--- src/rtl/uart_pkg.sv ---
// uart_pkg: state encoding, line levels and clog2 shared by the UART transmitter and receiver
package uart_pkg;

  typedef enum logic [2:0] {
    ST_IDLE   = 3'd0,
    ST_START  = 3'd1,
    ST_DATA   = 3'd2,
    ST_PARITY = 3'd3,
    ST_STOP   = 3'd4
  } uart_state_e;

  localparam logic LINE_IDLE  = 1'b1;
  localparam logic LINE_START = 1'b0;
  localparam logic LINE_STOP  = 1'b1;

  // Ceiling log2, never below 1 so every counter has at least one bit
  function automatic int clog2(input int v);
    int r;
    r = 0;
    while ((1 << r) < v) r++;
    return (r < 1) ? 1 : r;
  endfunction

endpackage

--- src/rtl/uart_tx_if.sv ---
// uart_tx_if: host-side handshake and line signals of the UART transmitter
interface uart_tx_if #(
  parameter int p_WORD_LEN = 8
);
  logic [p_WORD_LEN-1:0] data;
  logic                  dv;
  logic                  ready;
  logic                  tx;
  logic                  busy;
  logic                  done;

  modport master (output data, dv, input ready, tx, busy, done);
  modport slave  (input data, dv, output ready, tx, busy, done);
endinterface

--- src/rtl/uart_baud_gen.sv ---
// uart_baud_gen: free-running 0..p_CLK_DIV-1 counter, tick at the last count, clearable
module uart_baud_gen
  import uart_pkg::*;
#(
  parameter int p_CLK_DIV = 16
) (
  input  logic i_clk,
  input  logic i_rst,
  input  logic i_clr,
  output logic o_tick
);
  localparam int CW = clog2(p_CLK_DIV);

  logic [CW-1:0] cnt_q, cnt_d;

  assign o_tick = (cnt_q == CW'(p_CLK_DIV - 1));

  // Wrap on the tick, restart from zero on clear so a new frame gets full-length bits
  always_comb cnt_d = (i_clr || o_tick) ? '0 : cnt_q + 1'b1;

  // Counter register
  always_ff @(posedge i_clk or posedge i_rst)
    if (i_rst) cnt_q <= '0;
    else       cnt_q <= cnt_d;
endmodule

--- src/rtl/uart_tx.sv ---
// uart_tx: UART transmitter, start + LSB-first data + optional parity (UART_TX_PARITY_EN) + stop bits
module uart_tx
  import uart_pkg::*;
#(
  parameter int p_CLK_DIV    = 16,
  parameter int p_WORD_LEN   = 8,
  parameter int p_STOP_BITS  = 1,
  parameter int p_PARITY_ODD = 0
) (
  input  logic       i_clk,
  input  logic       i_rst,
  uart_tx_if.slave   bus
);
  localparam int BW = clog2(p_WORD_LEN + 1);

  if (p_CLK_DIV < 2) begin : g_bad_div
    $error("uart_tx: p_CLK_DIV must be >= 2");
  end
  if (p_STOP_BITS < 1 || p_STOP_BITS > 2) begin : g_bad_stop
    $error("uart_tx: p_STOP_BITS must be 1 or 2");
  end
  if (p_WORD_LEN < 1 || p_WORD_LEN > 16) begin : g_bad_len
    $error("uart_tx: p_WORD_LEN must be in 1..16");
  end
  if (p_PARITY_ODD != 0 && p_PARITY_ODD != 1) begin : g_bad_par
    $error("uart_tx: p_PARITY_ODD must be 0 or 1");
  end

  uart_state_e           state_q, state_d;
  logic [p_WORD_LEN-1:0] shift_q, shift_d;
  logic [BW-1:0]         bit_q, bit_d;
  logic                  tx_q, tx_d;
  logic                  ready_q, ready_d;
  logic                  busy_q, busy_d;
  logic                  done_q, done_d;
  logic                  par_bit;
  logic                  accept;
  logic                  tick;

  assign accept = bus.dv && ready_q;

  uart_baud_gen #(.p_CLK_DIV(p_CLK_DIV)) u_baud (
    .i_clk  (i_clk),
    .i_rst  (i_rst),
    .i_clr  (accept),
    .o_tick (tick)
  );

`ifdef UART_TX_PARITY_EN
  logic par_q, par_d;

  // Parity is taken from the word as accepted, since the shift register is consumed while sending
  always_ff @(posedge i_clk or posedge i_rst)
    if (i_rst) par_q <= 1'b0;
    else       par_q <= par_d;

  assign par_d   = accept ? ((^bus.data) ^ (p_PARITY_ODD != 0)) : par_q;
  assign par_bit = par_d;
`else
  assign par_bit = LINE_IDLE;
`endif

  // Next-state logic; the line level is derived from the next state so o_tx is a plain register
  always_comb begin
    state_d = state_q;
    shift_d = shift_q;
    bit_d   = bit_q;
    done_d  = 1'b0;
    case (state_q)
      ST_IDLE: if (accept) begin
        state_d = ST_START;
        shift_d = bus.data;
      end
      ST_START: if (tick) begin
        state_d = ST_DATA;
        bit_d   = '0;
      end
      ST_DATA: if (tick) begin
        shift_d = shift_q >> 1;
        bit_d   = bit_q + 1'b1;
        if (bit_q == BW'(p_WORD_LEN - 1)) begin
`ifdef UART_TX_PARITY_EN
          state_d = ST_PARITY;
`else
          state_d = ST_STOP;
`endif
          bit_d   = '0;
        end
      end
`ifdef UART_TX_PARITY_EN
      ST_PARITY: if (tick) state_d = ST_STOP;
`endif
      ST_STOP: if (tick) begin
        bit_d = bit_q + 1'b1;
        if (bit_q == BW'(p_STOP_BITS - 1)) begin
          state_d = ST_IDLE;
          bit_d   = '0;
          done_d  = 1'b1;
        end
      end
      default: state_d = ST_IDLE;
    endcase
    tx_d    = (state_d == ST_START)  ? LINE_START :
              (state_d == ST_DATA)   ? shift_d[0] :
              (state_d == ST_PARITY) ? par_bit    :
              (state_d == ST_STOP)   ? LINE_STOP  : LINE_IDLE;
    ready_d = (state_d == ST_IDLE);
    busy_d  = (state_d != ST_IDLE);
  end

  // State and registered outputs; reset drops the line back to idle at once
  always_ff @(posedge i_clk or posedge i_rst)
    if (i_rst) begin
      state_q <= ST_IDLE;
      shift_q <= '0;
      bit_q   <= '0;
      tx_q    <= LINE_IDLE;
      ready_q <= 1'b0;
      busy_q  <= 1'b0;
      done_q  <= 1'b0;
    end else begin
      state_q <= state_d;
      shift_q <= shift_d;
      bit_q   <= bit_d;
      tx_q    <= tx_d;
      ready_q <= ready_d;
      busy_q  <= busy_d;
      done_q  <= done_d;
    end

  assign bus.tx    = tx_q;
  assign bus.ready = ready_q;
  assign bus.busy  = busy_q;
  assign bus.done  = done_q;
endmodule

--- src/flat_wrapper.sv ---
// flat-port wrapper written by rule: the top's interface ports become plain ports
module uart_tx_flat import uart_pkg::*;
#(
  parameter int p_CLK_DIV    = 16,
  parameter int p_WORD_LEN   = 8,
  parameter int p_STOP_BITS  = 1,
  parameter int p_PARITY_ODD = 0
)
  (i_clk, i_rst, bus_data, bus_dv, bus_ready, bus_tx, bus_busy, bus_done);
  uart_tx_if #(.p_WORD_LEN(p_WORD_LEN)) bus_i ();
  input  logic i_clk;
  input  logic i_rst;
  input wire logic [$bits(bus_i.data)-1:0] bus_data;
  input wire logic [$bits(bus_i.dv)-1:0] bus_dv;
  output wire logic [$bits(bus_i.ready)-1:0] bus_ready;
  output wire logic [$bits(bus_i.tx)-1:0] bus_tx;
  output wire logic [$bits(bus_i.busy)-1:0] bus_busy;
  output wire logic [$bits(bus_i.done)-1:0] bus_done;
  assign bus_i.data = bus_data;
  assign bus_i.dv = bus_dv;
  assign bus_ready = bus_i.ready;
  assign bus_tx = bus_i.tx;
  assign bus_busy = bus_i.busy;
  assign bus_done = bus_i.done;
  uart_tx #(.p_CLK_DIV(p_CLK_DIV), .p_WORD_LEN(p_WORD_LEN), .p_STOP_BITS(p_STOP_BITS), .p_PARITY_ODD(p_PARITY_ODD)) u_core (.i_clk(i_clk), .i_rst(i_rst), .bus(bus_i));
endmodule
--- config.mk ---
export PLATFORM = sky130hd
export DESIGN_NAME = uart_tx_flat
export DESIGN_NICKNAME = d
export VERILOG_FILES = /design/src/rtl/uart_pkg.sv /design/src/rtl/uart_tx_if.sv /design/src/rtl/uart_baud_gen.sv /design/src/rtl/uart_tx.sv /design/src/flat_wrapper.sv
export SDC_FILE = /design/constraint.sdc
export NUM_CORES = 1
export LEC_CHECK = 0
export BUFFER_PORTS_ARGS = -buffer_cell sky130_fd_sc_hd__buf_2
export CORE_MARGIN = 2
export CORE_UTILIZATION = 50
export CTS_BUF_LIST = sky130_fd_sc_hd__clkbuf_8
export CTS_CLUSTER_SIZE = 20
export DETAILED_ROUTE_END_ITERATION = 8
export PLACE_DENSITY = 0.7
export SLEW_MARGIN = 25
export SYNTH_ARGS = -nofsm -noshare
export SYNTH_HDL_FRONTEND = slang
export SYNTH_SLANG_ARGS = --single-unit
--- constraint.sdc ---
create_clock -name i_clk -period 1.75 [get_ports i_clk]
set_clock_uncertainty 0.05 [all_clocks]
set_input_delay 0.2625 -clock i_clk [delete_from_list [all_inputs] [get_ports i_clk]]
set_output_delay 0.2625 -clock i_clk [all_outputs]
set_load 0.01 [all_outputs]
==> flow_metrics.env <==
export IMPL_antenna_found_initial=0
export IMPL_critPathSlowestCell="dfrtp_1"
export IMPL_period_share_pct=97.4
export IMPL_portBuffers=14
export IMPL_pre_cts_ws_ns=-0.00693
export IMPL_power_density_nw_per_um2=1170
export IMPL_vias_per_cell=5.40
export IMPL_synth_distinct_cells=41
export IMPL_cts_root_buffer="clkbuf_8"
export IMPL_vdd_drop_max_v=0.000817
export IMPL_antenna_diode_count=0
export IMPL_wire_per_inst_um=13.4
export IMPL_fin_nets=145
export IMPL_ios=15
export IMPL_synthCells=108
export IMPL_hold_path_class="in2reg"
export IMPL_critical_path_cell_chain="ha_2 > and3_4 > mux2_2 > nor3_1 > buf_4 > a21oi_2"
export IMPL_ant_nets=0
export IMPL_dp_hpwl_um=1560
export IMPL_clockBufferDepth=2
export IMPL_synth_area_per_cell_um2=10.9
export IMPL_worst_slack_ns=0.0463
export IMPL_r2r_slack_ns=0.05
export IMPL_grt_usage_pct=18.0
export IMPL_synth_top_area_cell="dfrtp_1"
export IMPL_slowest_delay_ns=0.41
export IMPL_yosys_warnings=0
export IMPL_period_needed_ns=1.70
export IMPL_cts_clk_slew_worst_paths_ns=0.08
export IMPL_grt_max_degree=24
export IMPL_crit_type="reg2reg"
export IMPL_relSlewSlack_pct=70.4
export IMPL_worst_setup_path_end_kind="flip-flop"
export IMPL_ys_top_cells_by_area="dfrtp_1 (47%), a22o_1 (4.5%), a21o_1 (3.8%)"
export IMPL_cts_made_buffers=3
export IMPL_syn_cell_area_um2=1180
export IMPL_critPathMaxFanout=4
export IMPL_grt_pass1_wl_um=3640
export IMPL_cap_violations=0
export IMPL_overflow=0
export IMPL_cts_sink_count=23
export IMPL_cts_setup_buffers=0
export IMPL_gp_congestion=0.795
export IMPL_firstDrtPassIters=3
export IMPL_cts_tree="built"
export IMPL_vias=853
export IMPL_required_ns=1.89
export IMPL_core_rowCount=17
export IMPL_status="complete, no violations"
export IMPL_worstMarginPinSlew_ns=0.442
export IMPL_final_util_pct=63.3
export IMPL_drive_gt1_share_pct=33.1
export IMPL_die_w_um=52.6
export IMPL_max_freq_mhz=587
export IMPL_dieArea_um2=2760
export IMPL_rsz0062_at_grt="true"
export IMPL_areaGrowthSynthToFinish_pct=18.8
export IMPL_die_h_um=52.6
export IMPL_whs_path_depth=2
export IMPL_grt_pass1_vias=869
export IMPL_setup_viol=0
export IMPL_ys_seq_area_share_pct=48.9
export IMPL_leakagePower_nw=0.638
export IMPL_fillers=188
export IMPL_synth_top_cell_area_share_pct=46.7
export IMPL_syn_nets=122
export IMPL_drt_initial_drc_count=15
export IMPL_cp_start_kind="flip-flop"
export IMPL_finalHoldViolations=0
export IMPL_start_util_pct=53.3
export IMPL_arrival_ns=1.85
export IMPL_coreArea_um2=2210
export IMPL_drt_wl_total_um=2120
export IMPL_clk_latency_ns=0.26
export IMPL_reg2reg_depth=6
export IMPL_h_tree_depth=1
export IMPL_drv_slew=0
export IMPL_drcViolationCount=0
export IMPL_synth_seq_cells=23
[what timing repair did]
| item | 4_1_cts | 5_1_grt |
|---|---|---|
| cloned | 0 | 0 |
| endpoints found under the hold margin | 22 | 0 |
| pin swaps | 0 | 1 |
| hold buffers | 1 | 0 |
| resized for setup | 1 | 8 |
| endpoints found under the setup margin | 3 | 7 |
[through the flow]
step | TNS (ns) | total power, W | hold slack, ns | cell area [um^2] | instances
after floorplan | 0 | 0.00117 | 0.214 | 1180 | 108
after global placement | 0 | 0.00128 | 0.263 | 1300 | 153
after detailed placement | -0.00693 | 0.00131 | 0.266 | 1300 | 153
after CTS | 0 | 0.00164 | 0.135 | 1370 | 158
after global routing | -0.0295 | 0.00176 | 0.137 | 1400 | 158
final | 0 | 0.00164 | 0.133 | 1400 | 158
[flip-flops by register name, summed over array words and instances (netlist names)]
register and count:
u_core.shift_q 8, u_core.bit_q 4, u_core.u_baud.cnt_q 4, u_core.state_q 3, u_core.bus.busy 1, u_core.bus.done 1, u_core.bus.ready 1, u_core.bus.tx 1
[cells in the mapped netlist, drive strengths merged]
cell type	instances
dfrtp	22
inv	9
a21o	6
a22o	6
a21oi	5
buf	5
nand2	5
nand3	5
nor2	5
o21ai	5
nand2b	4
nor3	4
ha	3
and3	2
nor4	2
o31ai	2
xor2	2
a2111oi	1
a221oi	1
a22oi	1
and4b	1
dfstp	1
mux2	1
mux2i	1
nand4b	1
nor3b	1
nor4b	1
o211ai	1
o22ai	1
or3	1
or3b	1
or4	1
xnor2	1
[final timing paths]
path | to | startpoint
max | u_core.bus.tx | u_core.u_baud.cnt_q[0]
min | u_core.u_baud.cnt_q[2] | bus_dv
max reg2reg | u_core.bus.tx | u_core.u_baud.cnt_q[0]
min reg2reg | u_core.u_baud.cnt_q[2] | u_core.bus.ready
max in group asynchronous | u_core.bus.tx | i_rst
min in group asynchronous | u_core.shift_q[7] | i_rst
[final cells by class]
cell class | count | area, um^2 | area share, %
clock buffers | 3 | 41.3 | 2.95
clock inverters | 1 | 3.75 | 0.268
well taps | 28 | 35.0 | 2.50
flip-flops and latches | 23 | 578 | 41.3
multi-input cells | 71 | 569 | 40.6
inverters | 9 | 33.8 | 2.41
repair buffers | 23 | 140 | 10.0
[where the power goes]
group | switching (W) | internal (W) | leakage [nW]
clock | 0.000161 | 0.000157 | 0.0269
sequential | 0.000120 | 0.000713 | 0.287
combinational | 0.000239 | 0.000250 | 0.323
[cells in the final DEF, fill, tap and decap left out, drive strengths merged, types with 5 or more instances in the layout]
master  synthesis  routed
inv             9      10
dfrtp          22      22
o21ai           5       5
nor2            5       5
a21o            6       6
nand3           5       5
nand2           5       5
a21oi           5       5
a22o            6       6
buf             5      22
[kinds of logic (layout without fill, tap and decap cells)]
group           Yosys count  count (layout)  synth area share, %
flops                    23              23                 48.9
simple gates             34              34                 17.7
buf+inv                  14              36                 6.79
xor+xnor                  3               3                 2.23
compound gates           29              29                 19.4
fa+ha+maj                 3               3                 3.18
mux                       2               2                 1.80
[layer usage]
layer | GRT usage, % | vias up | share of wire, %
li1 | - | 432 | -
met3 | 2.00 | 5 | 2.8
met2 | 32.5 | 14 | 50
met5 | 0 | - | 0
met4 | 7.69 | 0 | 1.5
met1 | 21.3 | 402 | 45
[worst max-delay path: cells and delay by family, from the launching register on]
kind	cells	cell delay [ns]
buf+inv	1	0.18
simple gates	2	0.48
compound gates	1	0.03
fa+ha+maj	1	0.23
flops	1	0.41
mux	1	0.26
No activity file was read; power rests on OpenSTA's default activity.
